===== src/rtl/intel_vvp_icon_axi_slave.sv =====
// ICON receive-side AXI4-Stream slave: one-register or skid-buffer input stage plus packet framing sidebands.
// Optional upstream protocol checker enabled by INTEL_VVP_ICON_AXI_SLAVE_PROTOCOL_CHECK_EN.
package intel_vvp_icon_pkg;
  localparam int VVP_USER_KEEP_BITS = 2;
endpackage

module intel_vvp_icon_axi_slave
  import intel_vvp_icon_pkg::*;
#(
  parameter int DATA_WIDTH         = 24,
  parameter int IS_TOKEN_INTERFACE = 0,
  parameter int PIPELINE_READY     = 0,
  parameter int COUNT_WIDTH        = 16,
  localparam int KEEP_WIDTH        = (DATA_WIDTH + 7) / 8,
  localparam int USER_WIDTH        = (IS_TOKEN_INTERFACE > 0) ? 1 :
                                     ((VVP_USER_KEEP_BITS > KEEP_WIDTH) ? VVP_USER_KEEP_BITS : KEEP_WIDTH)
) (
  input  logic                   clk,
  input  logic                   rst,
  input  logic                   axi_st_din_tvalid,
  input  logic [DATA_WIDTH-1:0]  axi_st_din_tdata,
  input  logic [USER_WIDTH-1:0]  axi_st_din_tuser,
  input  logic                   axi_st_din_tlast,
  output logic                   axi_st_din_tready,
  output logic                   dout_valid,
  output logic [DATA_WIDTH-1:0]  dout_data,
  output logic [USER_WIDTH-1:0]  dout_user,
  output logic                   dout_last,
  output logic                   dout_sop,
  output logic [COUNT_WIDTH-1:0] dout_beat_index,
  input  logic                   dout_ready,
  output logic [1:0]             prot_err
);

  typedef enum logic {ST_IDLE, ST_IN_PKT} state_t;

  localparam logic [COUNT_WIDTH-1:0] IDX_ONE = 1;

  logic                  din_tready;
  logic                  in_hs;
  logic                  out_hs;
  logic                  o_valid_q, o_valid_d;
  logic [DATA_WIDTH-1:0] o_data_q, o_data_d;
  logic [USER_WIDTH-1:0] o_user_q, o_user_d;
  logic                  o_last_q, o_last_d;
  state_t                state_q, state_d;
  logic [COUNT_WIDTH-1:0] idx_q, idx_d;

  assign in_hs             = axi_st_din_tvalid & din_tready;
  assign out_hs            = o_valid_q & dout_ready;
  assign axi_st_din_tready = din_tready;

  generate
    if (PIPELINE_READY == 0) begin : g_single
      assign din_tready = dout_ready | ~o_valid_q;

      always_comb begin
        o_valid_d = o_valid_q;
        o_data_d  = o_data_q;
        o_user_d  = o_user_q;
        o_last_d  = o_last_q;
        if (out_hs) begin
          o_valid_d = 1'b0;
        end
        if (in_hs) begin
          o_valid_d = 1'b1;
          o_data_d  = axi_st_din_tdata;
          o_user_d  = axi_st_din_tuser;
          o_last_d  = axi_st_din_tlast;
        end
      end
    end else begin : g_skid
      logic                  s_valid_q, s_valid_d;
      logic [DATA_WIDTH-1:0] s_data_q, s_data_d;
      logic [USER_WIDTH-1:0] s_user_q, s_user_d;
      logic                  s_last_q, s_last_d;
      logic                  tready_q;

      // Registered ready: held low during reset, otherwise the complement of the skid occupancy.
      assign din_tready = tready_q;

      always_comb begin
        o_valid_d = o_valid_q;
        o_data_d  = o_data_q;
        o_user_d  = o_user_q;
        o_last_d  = o_last_q;
        s_valid_d = s_valid_q;
        s_data_d  = s_data_q;
        s_user_d  = s_user_q;
        s_last_d  = s_last_q;
        if (out_hs) begin
          if (s_valid_q) begin
            o_data_d  = s_data_q;
            o_user_d  = s_user_q;
            o_last_d  = s_last_q;
            s_valid_d = 1'b0;
          end else begin
            o_valid_d = 1'b0;
          end
        end
        if (in_hs) begin
          if (!o_valid_q || (out_hs && !s_valid_q)) begin
            o_valid_d = 1'b1;
            o_data_d  = axi_st_din_tdata;
            o_user_d  = axi_st_din_tuser;
            o_last_d  = axi_st_din_tlast;
          end else begin
            s_valid_d = 1'b1;
            s_data_d  = axi_st_din_tdata;
            s_user_d  = axi_st_din_tuser;
            s_last_d  = axi_st_din_tlast;
          end
        end
      end

      always_ff @(posedge clk or posedge rst) begin
        if (rst) begin
          s_valid_q <= 1'b0;
          s_data_q  <= '0;
          s_user_q  <= '0;
          s_last_q  <= 1'b0;
          tready_q  <= 1'b0;
        end else begin
          s_valid_q <= s_valid_d;
          s_data_q  <= s_data_d;
          s_user_q  <= s_user_d;
          s_last_q  <= s_last_d;
          tready_q  <= ~s_valid_d;
        end
      end
    end
  endgenerate

  always_comb begin
    state_d = state_q;
    idx_d   = idx_q;
    if (out_hs) begin
      if (o_last_q) begin
        state_d = ST_IDLE;
        idx_d   = '0;
      end else begin
        state_d = ST_IN_PKT;
        if (idx_q != {COUNT_WIDTH{1'b1}}) begin
          idx_d = idx_q + IDX_ONE;
        end
      end
    end
  end

  always_ff @(posedge clk or posedge rst) begin
    if (rst) begin
      o_valid_q <= 1'b0;
      o_data_q  <= '0;
      o_user_q  <= '0;
      o_last_q  <= 1'b0;
      state_q   <= ST_IDLE;
      idx_q     <= '0;
    end else begin
      o_valid_q <= o_valid_d;
      o_data_q  <= o_data_d;
      o_user_q  <= o_user_d;
      o_last_q  <= o_last_d;
      state_q   <= state_d;
      idx_q     <= idx_d;
    end
  end

  assign dout_valid      = o_valid_q;
  assign dout_data       = o_data_q;
  assign dout_user       = o_user_q;
  assign dout_last       = o_last_q;
  assign dout_sop        = o_valid_q & (state_q == ST_IDLE);
  assign dout_beat_index = idx_q;

`ifdef INTEL_VVP_ICON_AXI_SLAVE_PROTOCOL_CHECK_EN
  logic                  stall_q;
  logic [DATA_WIDTH-1:0] chk_data_q;
  logic [USER_WIDTH-1:0] chk_user_q;
  logic                  chk_last_q;
  logic [1:0]            err_q, err_d;

  // A stalled beat must stay asserted and unchanged until accepted.
  always_comb begin
    err_d = err_q;
    if (stall_q) begin
      if (!axi_st_din_tvalid) begin
        err_d[0] = 1'b1;
      end else if ((axi_st_din_tdata != chk_data_q) || (axi_st_din_tuser != chk_user_q) ||
                   (axi_st_din_tlast != chk_last_q)) begin
        err_d[1] = 1'b1;
      end
    end
  end

  always_ff @(posedge clk or posedge rst) begin
    if (rst) begin
      stall_q    <= 1'b0;
      chk_data_q <= '0;
      chk_user_q <= '0;
      chk_last_q <= 1'b0;
      err_q      <= 2'b00;
    end else begin
      stall_q    <= axi_st_din_tvalid & ~din_tready;
      chk_data_q <= axi_st_din_tdata;
      chk_user_q <= axi_st_din_tuser;
      chk_last_q <= axi_st_din_tlast;
      err_q      <= err_d;
    end
  end

  assign prot_err = err_q;
`else
  assign prot_err = 2'b00;
`endif

endmodule


===== config.mk =====
export PLATFORM = sky130hd
export DESIGN_NAME = intel_vvp_icon_axi_slave
export DESIGN_NICKNAME = d
export VERILOG_FILES = /design/src/rtl/intel_vvp_icon_axi_slave.sv
export SDC_FILE = /design/constraint.sdc
export NUM_CORES = 1
export LEC_CHECK = 0
export BUFFER_PORTS_ARGS = -buffer_cell sky130_fd_sc_hd__buf_2
export CAP_MARGIN = 0
export CORE_UTILIZATION = 40
export DETAILED_ROUTE_END_ITERATION = 8
export HOLD_SLACK_MARGIN = 0.12
export PLACE_DENSITY_LB_ADDON = 0.08
export SYNTH_ARGS = -nofsm -noshare
export SYNTH_HDL_FRONTEND = slang
export SYNTH_SLANG_ARGS = --single-unit

===== constraint.sdc =====
create_clock -name clk -period 4.86 [get_ports clk]
set_input_delay 0.486 -clock clk [delete_from_list [all_inputs] [get_ports clk]]
set_output_delay 0.486 -clock clk [all_outputs]
set_load 0.01 [all_outputs]

==> results of run 1 <==
-- state kept, by name (all words and copies together), names as in the netlist --
name,cells
dout_user,3
dout_beat_index,16
dout_last,1
dout_data,24
state_q,1
dout_valid,1
-- final cells by class --
| class | instances | area (um^2) |
|---|---|---|
| clock buffer | 7 | 96.34 |
| clock inverter | 1 | 8.758 |
| fill | 504 | 2449 |
| inverter | 3 | 11.26 |
| multi-input combinational | 129 | 913.4 |
| sequential | 46 | 1151 |
| tap | 70 | 87.58 |
| timing repair buffer | 78 | 390.4 |
-- cells in the final DEF, fill, tap and decap left out, drive strengths merged, types with 2 or more instances in the layout --
master / n
a21oi: 5
a41oi: 2
and3: 3
buf: 78
clkbuf: 7
conb: 2
dfrtp: 46
inv: 3
mux2: 28
nand2: 20
nand2b: 4
nand3: 10
nand4: 4
nor2: 6
nor2b: 6
nor3: 4
nor4b: 2
o21ai: 10
or4: 4
-- cells by family after synthesis --
family | share of synthesized area [%]
AOI/OAI and AO/OA | 9.071
adders and majority gates | 0.5888
buffers and inverters | 3.003
DFF | 54.18
muxes | 15.31
other | 0.1765
and+or+nand+nor | 17.67
-- worst paths after layout --
path / from / endpoint / slack, ns / cells after the start
worst min-delay path: axi_st_din_tvalid / dout_valid$_DFFE_PP0P_ / 0.39 / 2
worst max-delay path: dout_beat_index[0]$_DFFE_PP0P_ / dout_beat_index[11]$_DFFE_PP0P_ / 2.86 / 6
worst min register to register: state_q$_DFFE_PP0P_ / state_q$_DFFE_PP0P_ / 0.49 / 2
worst max register to register: dout_beat_index[0]$_DFFE_PP0P_ / dout_beat_index[11]$_DFFE_PP0P_ / 2.86 / 6
max in group asynchronous: rst / dout_beat_index[2]$_DFFE_PP0P_ / 3.86 / 2
min in group asynchronous: rst / dout_data[23]$_DFFE_PP0P_ / 0.40 / 2
-- power breakdown --
part / internal (mW) / switching (mW) / total, mW / leakage, nW
Sequential: 0.438 / 0.0525 / 0.491 / 0.562
Combinational: 0.101 / 0.0974 / 0.198 / 0.637
Clock: 0.130 / 0.131 / 0.261 / 0.0544
Total: 0.669 / 0.281 / 0.950 / 1.25
-- layer usage --
| layer | track usage [%] | up-vias |
|---|---|---|
| met5 | 0 | - |
| met4 | 8.176 | 0 |
| met3 | 4.284 | 6 |
| met2 | 25.53 | 47 |
| met1 | 23.82 | 814 |
| li1 | - | 827 |
==> impl_metrics.sql, run 1 <==
INSERT INTO impl_metrics (metric_group, metric, value, unit) VALUES
('status', 'run_status', 'finished, final reports clean', ''),
('detailed_routing', 'wl', '4594', 'um'),
('detailed_routing', 'wl_met2', '2130', 'um'),
('floorplan', 'floorplan.die.width', '74.88', 'um'),
('grt', 'first_global_vias', '1494', ''),
('layout', 'fin_util', '52.06', '%'),
('worst_setup_path', 'worst-endpoint-arrival', '2.25', 'ns'),
('power', 'total_power', '950.1', 'uW'),
('power', 'peakVddDrop', '203.8', 'uV'),
('synth', 'synth.distinct_cells', '43', ''),
('synth', 'cell_types_occupying_the_most_area_after_synthesis', 'sky130_fd_sc_hd__dfrtp_1 (54%), sky130_fd_sc_hd__mux2_2 (15%), sky130_fd_sc_hd__nand2_1 (3.5%)', ''),
('flow_run', 'drv.max_cap_violation_count', '0', ''),
('sta', 'timing.final.hold_violations', '0', ''),
('worst_setup_path', 'worstSetupPathType', 'reg -> reg', ''),
('placement', 'dpl_cell_area', '2554', 'um^2'),
('worst_setup_path', 'crit_path_start_kind', 'register', ''),
('layout', 'n_antenna_cell', '0', ''),
('synth', 'synth-main-ff-cell', 'sky130_fd_sc_hd__dfrtp_1', ''),
('sta', 'finalCritPeriodShare', '41.24', '%'),
('clocking', 'htree_num_levels', '2', ''),
('worst_hold_path', 'hold_path_class', 'in -> reg', ''),
('sta', 'peak_clock_frequency_supported_by_timing', '498.9', 'MHz'),
('clocking', 'cts.reportedPaths.clkPinSlew', '0.09', 'ns'),
('worst_setup_path', 'worstPathBufferInverterCount', '0', ''),
('synth', 'post_synth_inst_count', '186', ''),
('synth', 'ys.warnings.count', '0', ''),
('sta', 'layout_min_cycle_time', '2.004', 'ns'),
('sta', 'clock_skew', '0.003394', 'ns'),
('synth', 'synth.ff_latch_count', '46', ''),
('detailed_routing', 'drc', '0', ''),
('layout', 'fin_nets', '296', ''),
('worst_setup_path', 'worst_ep_required_time', '5.10', 'ns'),
('detailed_routing', 'drt_pass1_iterations', '4', ''),
('clocking', 'root_buffer', 'sky130_fd_sc_hd__clkbuf_8', ''),
('power', 'cellLeakagePower', '1.253', 'nW'),
('floorplan', 'coreArea', '5107', 'um^2'),
('grt', 'grt.overflow.total', '0', ''),
('clocking', 'cts_bufs_inserted', '5', ''),
('detailed_routing', 'routed-via-count', '1694', ''),
('worst_setup_path', 'critical_path_peak_fanout', '7', ''),
('detailed_routing', 'met3_wirelength', '237', 'um'),
('worst_setup_path', 'largest_stage_delay_worst_path', '0.49', 'ns'),
('synth', 'mean_instance_size_in_the_synthesized_netlist', '11.42', 'um^2'),
('synth', 'synth_edf_count', '0', ''),
('floorplan', 'floorplan_die_area', '5607', 'um^2'),
('sta', 'slew-limit-headroom', '23.29', '%'),
('synth', 'synth-async-reset-ratio', '100.0', '%'),
('worst_setup_path', 'worstPathCellList', 'ha_1 > and3_1 > nand2_1 > o211ai_1 > or4_1 > nand3_1', ''),
('worst_setup_path', 'timing.critical_path.slowest_stage_cell', 'sky130_fd_sc_hd__or4_1', ''),
('clocking', 'post-cts-setup-buffer-count', '0', ''),
('synth', 'yosysTopAreaCellShare', '54.18', '%'),
('sta', 'fin_setup_tns', '0', 'ns'),
('floorplan', 'io-pin-count', '81', ''),
('sta', 'final_critical_path_setup_slack', '2.856', 'ns'),
('detailed_routing', 'drt_first_iter_violations', '47', ''),
('clocking', 'ctsHoldBuffers', '0', ''),
('detailed_routing', 'topRoutingLayerUsed', 'met4', ''),
('floorplan', 'initial_core_util', '41.60', '%'),
('placement', 'post-dp-hpwl', '3216', 'um'),
('floorplan', 'fp-row-count', '26', ''),
('grt', 'initial_antenna_violation_count', '0', ''),
('synth', 'post_synth_most_frequent_cells', 'sky130_fd_sc_hd__dfrtp_1 (46), sky130_fd_sc_hd__mux2_2 (28), sky130_fd_sc_hd__nand2_1 (20)', ''),
('clocking', 'post_cts_resized', '0', ''),
('detailed_routing', 'drt-wirelength-per-cell', '13.75', 'um'),
('clocking', 'clock-sinks', '46', ''),
('clocking', 'clk_latency', '0.30', 'ns'),
('layout', 'layout.cells.non_filler', '334', ''),
('sta', 'final-setup-viol-count', '0', ''),
('clocking', 'number_of_buffers_between_clock_root_and_the_deepest_sink', '2', ''),
('placement', 'io_buffers', '78', ''),
('grt', 'grt_start_max_net_pins', '47', '');
Power figures use the tool's default switching activity.
==> run 2, diff against run 1 <==
- ABC_AREA: not set -> 1
- clock period: 4.86 -> 1.7 ns (I/O delays scaled with it)
==> impl_metrics.sql, run 2 <==
INSERT INTO impl_metrics (metric_group, metric, value, unit) VALUES
('status', 'run_status', 'finished, final reports clean', ''),
('synth', 'syn_area', '2211', 'um^2'),
('grt', 'grt.overflow.total', '0', ''),
('power', 'cellLeakagePower', '1.551', 'nW'),
('clocking', 'cts_bufs_inserted', '5', ''),
('worst_setup_path', 'r2r-start', 'dout_beat_index[0]$_DFFE_PP0P_', ''),
('worst_setup_path', 'timing.reg2reg.setup_slack', '0.15', 'ns'),
('detailed_routing', 'drc', '0', ''),
('floorplan', 'initial_core_util', '42.48', '%'),
('power', 'peakVddDrop', '543.6', 'uV'),
('synth', 'synth.distinct_cells', '24', ''),
('clocking', 'post_cts_resized', '0', ''),
('clocking', 'root_buffer', 'sky130_fd_sc_hd__clkbuf_8', ''),
('floorplan', 'coreArea', '5205', 'um^2'),
('synth', 'yosysTopAreaCellShare', '52.07', '%'),
('flow_run', 'drv.max_cap_violation_count', '0', ''),
('synth', 'netlist.top_cell.by_area', 'sky130_fd_sc_hd__dfrtp_1', ''),
('layout', 'drive_above_1_share', '37.75', '%'),
('worst_setup_path', 'worst-endpoint-arrival', '1.77', 'ns'),
('synth', 'post_synth_most_frequent_cells', 'sky130_fd_sc_hd__nand2_1 (61), sky130_fd_sc_hd__dfrtp_1 (46), sky130_fd_sc_hd__mux2_2 (27)', ''),
('synth', 'post_synth_inst_count', '231', ''),
('layout', 'layout.area.seq', '1151', 'um^2'),
('sta', 'peak_clock_frequency_supported_by_timing', '646.3', 'MHz'),
('sta', 'unrepaired_setup_endpoints_after_global_routing', 'false', ''),
('worst_setup_path', 'worst_ep_required_time', '1.93', 'ns'),
('sta', 'clock_skew', '0.002695', 'ns'),
('synth', 'ys_seq_area_share', '52.07', '%'),
('worst_setup_path', 'crit_path_start_kind', 'register', ''),
('synth', 'synth.ff_latch_count', '46', ''),
('clocking', 'htree_num_levels', '2', ''),
('synth', 'mean_instance_size_in_the_synthesized_netlist', '9.571', 'um^2'),
('synth', 'synth-main-ff-cell', 'sky130_fd_sc_hd__dfrtp_1', ''),
('worst_setup_path', 'worstPathCellList', 'ha_1 > nand3_1 > inv_1 > nand2_2 > nor2_2 > nand2_1 > nand2_2 > buf_4 > nand2_1 > o21ai_2', ''),
('sta', 'timing.final.hold_violations', '0', ''),
('clocking', 'post-cts-setup-buffer-count', '0', ''),
('worst_setup_path', 'largest_stage_delay_worst_path', '0.40', 'ns'),
('placement', 'io_buffers', '78', ''),
('worst_setup_path', 'end_kind', 'register', ''),
('grt', 'grt_start_max_net_pins', '47', ''),
('layout', 'largest_reg_flops', '24', ''),
('layout', 'n_fill_cell', '473', ''),
('worst_hold_path', 'hold_path_class', 'in -> reg', ''),
('grt', 'grtUsageTotal', '19.30', '%'),
('worst_setup_path', 'setup.worst_path.start', 'dout_beat_index[0]$_DFFE_PP0P_', ''),
('sta', 'layout_min_cycle_time', '1.547', 'ns'),
('floorplan', 'fp-row-count', '26', ''),
('floorplan', 'floorplan_die_area', '5829', 'um^2'),
('detailed_routing', 'drt_pass1_iterations', '4', ''),
('layout', 'layout.cells.most_common', 'sky130_fd_sc_hd__buf_2', ''),
('worst_setup_path', 'timing.critical_path.slowest_stage_cell', 'sky130_fd_sc_hd__dfrtp_1', ''),
('clocking', 'ctsHoldBuffers', '28', ''),
('sta', 'slew_viol_final', '0', ''),
('sta', 'final-setup-viol-count', '0', ''),
('layout', 'multiInputGateArea', '907.1', 'um^2'),
('detailed_routing', 'wl', '5171', 'um'),
('detailed_routing', 'postRouteAntennaNets', '0', ''),
('worst_setup_path', 'critical_path_peak_fanout', '7', ''),
('synth', 'synth_edf_count', '0', ''),
('layout', 'final_cell_mix', 'sky130_fd_sc_hd__buf_2 (78), sky130_fd_sc_hd__nand2_1 (61), sky130_fd_sc_hd__dfrtp_1 (46)', ''),
('grt', 'grt_pass1_wl', '8894', 'um'),
('layout', 'fin_nets', '380', ''),
('placement', 'gp_routability_congestion', '0.8019', ''),
('synth', 'post-synth-top-count-cell', 'sky130_fd_sc_hd__nand2_1', ''),
('synth', 'synth-async-reset-ratio', '100.0', '%'),
('power', 'powerDensity', '856.6', 'nW/um^2'),
('floorplan', 'floorplan.die.width', '76.35', 'um'),
('sta', 'final_critical_path_setup_slack', '0.1528', 'ns'),
('sta', 'finalCritPeriodShare', '91.01', '%'),
('worst_setup_path', 'worstSetupPathType', 'reg -> reg', ''),
('worst_hold_path', 'timing.hold.worst.start', 'axi_st_din_tlast', ''),
('floorplan', 'die_height', '76.35', 'um'),
('detailed_routing', 'viasPerCell', '4.578', ''),
('clocking', 'clock-sinks', '46', ''),
('synth', 'ys.warnings.count', '0', ''),
('detailed_routing', 'routed-via-count', '1909', ''),
('detailed_routing', 'drt_first_iter_violations', '66', ''),
('synth', 'cell_types_occupying_the_most_area_after_synthesis', 'sky130_fd_sc_hd__dfrtp_1 (52%), sky130_fd_sc_hd__mux2_2 (14%), sky130_fd_sc_hd__nand2_1 (10%)', ''),
('clocking', 'number_of_buffers_between_clock_root_and_the_deepest_sink', '2', ''),
('placement', 'dp_slack', '0.1619', 'ns'),
('clocking', 'cts.reportedPaths.clkPinSlew', '0.08', 'ns'),
('floorplan', 'io-pin-count', '81', ''),
('layout', 'n_antenna_cell', '0', ''),
('grt', 'first_global_vias', '1913', ''),
('detailed_routing', 'drt-wirelength-per-cell', '12.40', 'um'),
('clocking', 'cts_tree', 'done', ''),
('sta', 'fin_setup_tns', '0', 'ns'),
('grt', 'initial_antenna_violation_count', '0', ''),
('placement', 'post-dp-hpwl', '3603', 'um'),
('clocking', 'clk_latency', '0.29', 'ns'),
('layout', 'syn2layout_area_growth', '40.24', '%');
run 2: per-stage QoR:
step	util (%)	total power, mW	instances	instance area [um^2]	hold WS, ns
after floorplan	-	1.588	232	2215	0.3205
after global placement	52.02	1.801	382	2708	0.2281
after detailed placement	52.02	1.808	382	2708	0.2283
after CTS	59.57	2.693	417	3100	0.1315
after global routing	59.57	2.794	417	3100	0.1317
final	59.57	2.656	417	3100	0.1348
run 2: power breakdown:
group / switching, mW / internal, mW
combinational: 0.261 / 0.290
sequential: 0.0667 / 1.21
clock: 0.354 / 0.471
run 2: final timing paths:
path	end	cells after the start
max reg2reg	dout_beat_index[7]$_DFFE_PP0P_	10
min	dout_last$_DFFE_PP0P_	3
max	dout_beat_index[7]$_DFFE_PP0P_	10
min in group asynchronous	dout_data[19]$_DFFE_PP0P_	4
min reg2reg	state_q$_DFFE_PP0P_	2
max in group asynchronous	dout_data[5]$_DFFE_PP0P_	4
run 2: per-layer routing:
layer	routed length [um]	global-route usage [%]	part of all wire, %	vias to the layer above
li1	-	-	-	965
met1	2309	24.20	45	888
met2	2547	32.43	49	50
met3	263	4.790	5.1	6
met4	51	6.538	0.99	0
met5	0	0	0	-
run 2: final cells by class:
type                    instances  area share, %
clock inverters                 1         0.9685
flip-flops and latches         46          37.13
clock buffers                   6          2.663
inverters                      19          2.300
multi-input cells             159          29.26
repair buffers                116          24.86
well taps                      70          2.825
run 2: worst max-delay path: cells and delay by family (launching register included):
kind	cells	cell delay [ns]
AOI/OAI and AO/OA	1	0.05
adders and majority gates	1	0.21
buffers and inverters	2	0.27
DFF	1	0.40
and+or+nand+nor	6	0.56
run 2: cells by family after synthesis:
kind of cell	synth area share, %
compound gates	5.829
xor+xnor	1.189
fa+ha+maj	0.5658
buf+inv	7.074
flops	52.07
mux	13.75
other cells	0.1696
simple gates	19.36
==> run 3, diff against run 2 <==
- MAX_ROUTING_LAYER: not set -> met4
- SETUP_SLACK_MARGIN: not set -> 0.2
==> impl_metrics.sql, run 3 (synthesis gave the netlist of run 2 again) <==
INSERT INTO impl_metrics (metric_group, metric, value, unit) VALUES
('sta', 'fin_setup_tns', '0', 'ns'),
('layout', 'fin_nets', '397', ''),
('worst_setup_path', 'worst-endpoint-arrival', '1.65', 'ns'),
('placement', 'gp_routability_congestion', '0.8102', ''),
('sta', 'layout_min_cycle_time', '1.459', 'ns'),
('layout', 'drive_above_1_share', '50.55', '%'),
('floorplan', 'io-pin-count', '81', ''),
('floorplan', 'fp-row-count', '26', ''),
('sta', 'hold_ws', '0.1888', 'ns'),
('clocking', 'clock-sinks', '46', ''),
('clocking', 'cts_tree', 'done', ''),
('sta', 'peak_clock_frequency_supported_by_timing', '685.2', 'MHz'),
('layout', 'final_cell_mix', 'sky130_fd_sc_hd__buf_2 (78), sky130_fd_sc_hd__nand2_1 (42), sky130_fd_sc_hd__dfrtp_1 (38)', ''),
('placement', 'post-dp-hpwl', '3508', 'um'),
('worst_setup_path', 'worstSetupPathType', 'reg -> reg', ''),
('detailed_routing', 'routed-via-count', '2041', ''),
('grt', 'initial_antenna_violation_count', '0', ''),
('sta', 'final-setup-viol-count', '0', ''),
('layout', 'n_antenna_cell', '0', ''),
('detailed_routing', 'drt_pass1_iterations', '4', ''),
('grt', 'grt_pass1_wl', '8631', 'um'),
('worst_setup_path', 'critical_path_peak_fanout', '5', ''),
('worst_setup_path', 'largest_stage_delay_worst_path', '0.37', 'ns'),
('flow_run', 'drv.max_cap_violation_count', '0', ''),
('detailed_routing', 'viasPerCell', '4.703', ''),
('worst_setup_path', 'crit_path_start_kind', 'register', ''),
('floorplan', 'die_height', '76.35', 'um'),
('worst_setup_path', 'worstPathCellList', 'ha_2 > nand3_2 > inv_2 > nand2_4 > nor2_4 > nand2_2 > nand2_4 > clkbuf_16 > o21ai_1', ''),
('layout', 'largest_reg_flops', '24', ''),
('floorplan', 'coreArea', '5205', 'um^2'),
('sta', 'finalCritPeriodShare', '85.85', '%'),
('sta', 'unrepaired_setup_endpoints_after_global_routing', 'true', ''),
('floorplan', 'initial_core_util', '42.48', '%'),
('worst_setup_path', 'path_common_cell', 'sky130_fd_sc_hd__nand2_4', ''),
('worst_setup_path', 'end_kind', 'register', ''),
('clocking', 'cts.reportedPaths.clkPinSlew', '0.08', 'ns'),
('sta', 'timing.final.hold_violations', '0', ''),
('detailed_routing', 'wl', '5528', 'um'),
('grt', 'grt_start_max_net_pins', '47', ''),
('floorplan', 'floorplan_die_area', '5829', 'um^2'),
('placement', 'io_buffers', '78', ''),
('clocking', 'clk_latency', '0.29', 'ns'),
('power', 'powerDensity', '749.8', 'nW/um^2'),
('status', 'run_status', 'finished, final reports clean', ''),
('detailed_routing', 'drt_first_iter_violations', '82', ''),
('clocking', 'cts_bufs_inserted', '5', ''),
('clocking', 'number_of_buffers_between_clock_root_and_the_deepest_sink', '2', ''),
('layout', 'layout.cells.most_common', 'sky130_fd_sc_hd__buf_2', ''),
('layout', 'syn2layout_area_growth', '53.76', '%'),
('worst_hold_path', 'hold_path_class', 'in -> reg', ''),
('worst_setup_path', 'timing.critical_path.slowest_stage_cell', 'sky130_fd_sc_hd__dfrtp_1', ''),
('floorplan', 'floorplan.die.width', '76.35', 'um'),
('power', 'cellLeakagePower', '1.682', 'nW'),
('clocking', 'htree_num_levels', '2', ''),
('power', 'peakVddDrop', '475.4', 'uV'),
('detailed_routing', 'drt-wirelength-per-cell', '12.74', 'um'),
('worst_setup_path', 'worst_ep_required_time', '1.89', 'ns'),
('sta', 'slew_viol_final', '0', ''),
('grt', 'grtUsageTotal', '19.28', '%'),
('clocking', 'root_buffer', 'sky130_fd_sc_hd__clkbuf_8', ''),
('detailed_routing', 'drc', '0', ''),
('sta', 'clock_skew', '0.003809', 'ns'),
('grt', 'first_global_vias', '1970', ''),
('detailed_routing', 'postRouteAntennaNets', '0', ''),
('grt', 'grt.overflow.total', '0', '');
[run 3: changes by cell type in the layout (fill, tap and decap cells not counted), sizes merged]
cell | previous run | this run
buf | 88 | 101
bufinv | 1 | 0
clkbuf | 6 | 8
clkinv | 0 | 2
dlygate4sd3 | 28 | 29
[run 3: metrics by stage]
stage | instances | instance area, um^2 | setup slack [ns] | utilization (%) | power [mW]
after floorplan | 232 | 2217 | 0.2145 | - | 1.589
after global placement | 380 | 2708 | 0.2114 | 52.02 | 1.799
after detailed placement | 380 | 2708 | 0.1756 | 52.02 | 1.807
after CTS | 417 | 3090 | 0.1947 | 59.38 | 2.503
after global routing | 434 | 3400 | 0.1436 | 65.31 | 2.686
final | 434 | 3400 | 0.2406 | 65.31 | 2.549
[run 3: metal layers]
layer	up-vias	global-route usage, %	wire (um)
li1	1004	-	-
met1	968	22.02	2304
met2	65	34.41	2913
met3	4	3.713	283
met4	0	5.192	27
met5	-	-	0
[run 3: critical path, delay by kind of cell (launching register included)]
kind | cells | cell delay [ns]
fa+ha+maj | 1 | 0.21
compound gates | 1 | 0.06
buf+inv | 2 | 0.26
flops | 1 | 0.37
simple gates | 5 | 0.45
[run 3: where the power goes]
part           switching [mW]  internal, mW  leakage [nW]
clock                   0.354         0.276        0.0438
combinational           0.293         0.345          1.08
sequential             0.0655          1.21         0.560
total                   0.713          1.84          1.68
[run 3: worst paths after layout]
path                                           startpoint                         endpoint  slack, ns  cells after the start
min in group asynchronous                             rst  dout_beat_index[14]$_DFFE_PP0P_       0.45                      4
setup reg to reg           dout_beat_index[1]$_DFFE_PP0P_  dout_beat_index[11]$_DFFE_PP0P_       0.24                      9
hold reg to reg                       state_q$_DFFE_PP0P_              state_q$_DFFE_PP0P_       0.50                      2
hold / removal                                 dout_ready              state_q$_DFFE_PP0P_       0.19                      4
setup / recovery           dout_beat_index[1]$_DFFE_PP0P_  dout_beat_index[11]$_DFFE_PP0P_       0.24                      9
max in group asynchronous                             rst   dout_beat_index[4]$_DFFE_PP0P_       1.03                      4
[run 3: timing repair]
action | in CTS | in global routing
hold endpoints to repair | 74 | 0
setup buffers | 1 | 13
resized for setup | 2 | 50
gates cloned | 0 | 4
hold buffers | 29 | 0
setup endpoints to repair | 25 | 43
pin swaps | 0 | 13
[run 3: layout make-up]
type | count | area [um^2]
Fill cell | 442 | 1805
Sequential cell | 46 | 1161
Multi-Input combinational cell | 159 | 1018
Timing Repair Buffer | 133 | 982.2
Tap cell | 70 | 87.58
Inverter | 19 | 71.32
Clock buffer | 5 | 68.82
Clock inverter | 2 | 10.01
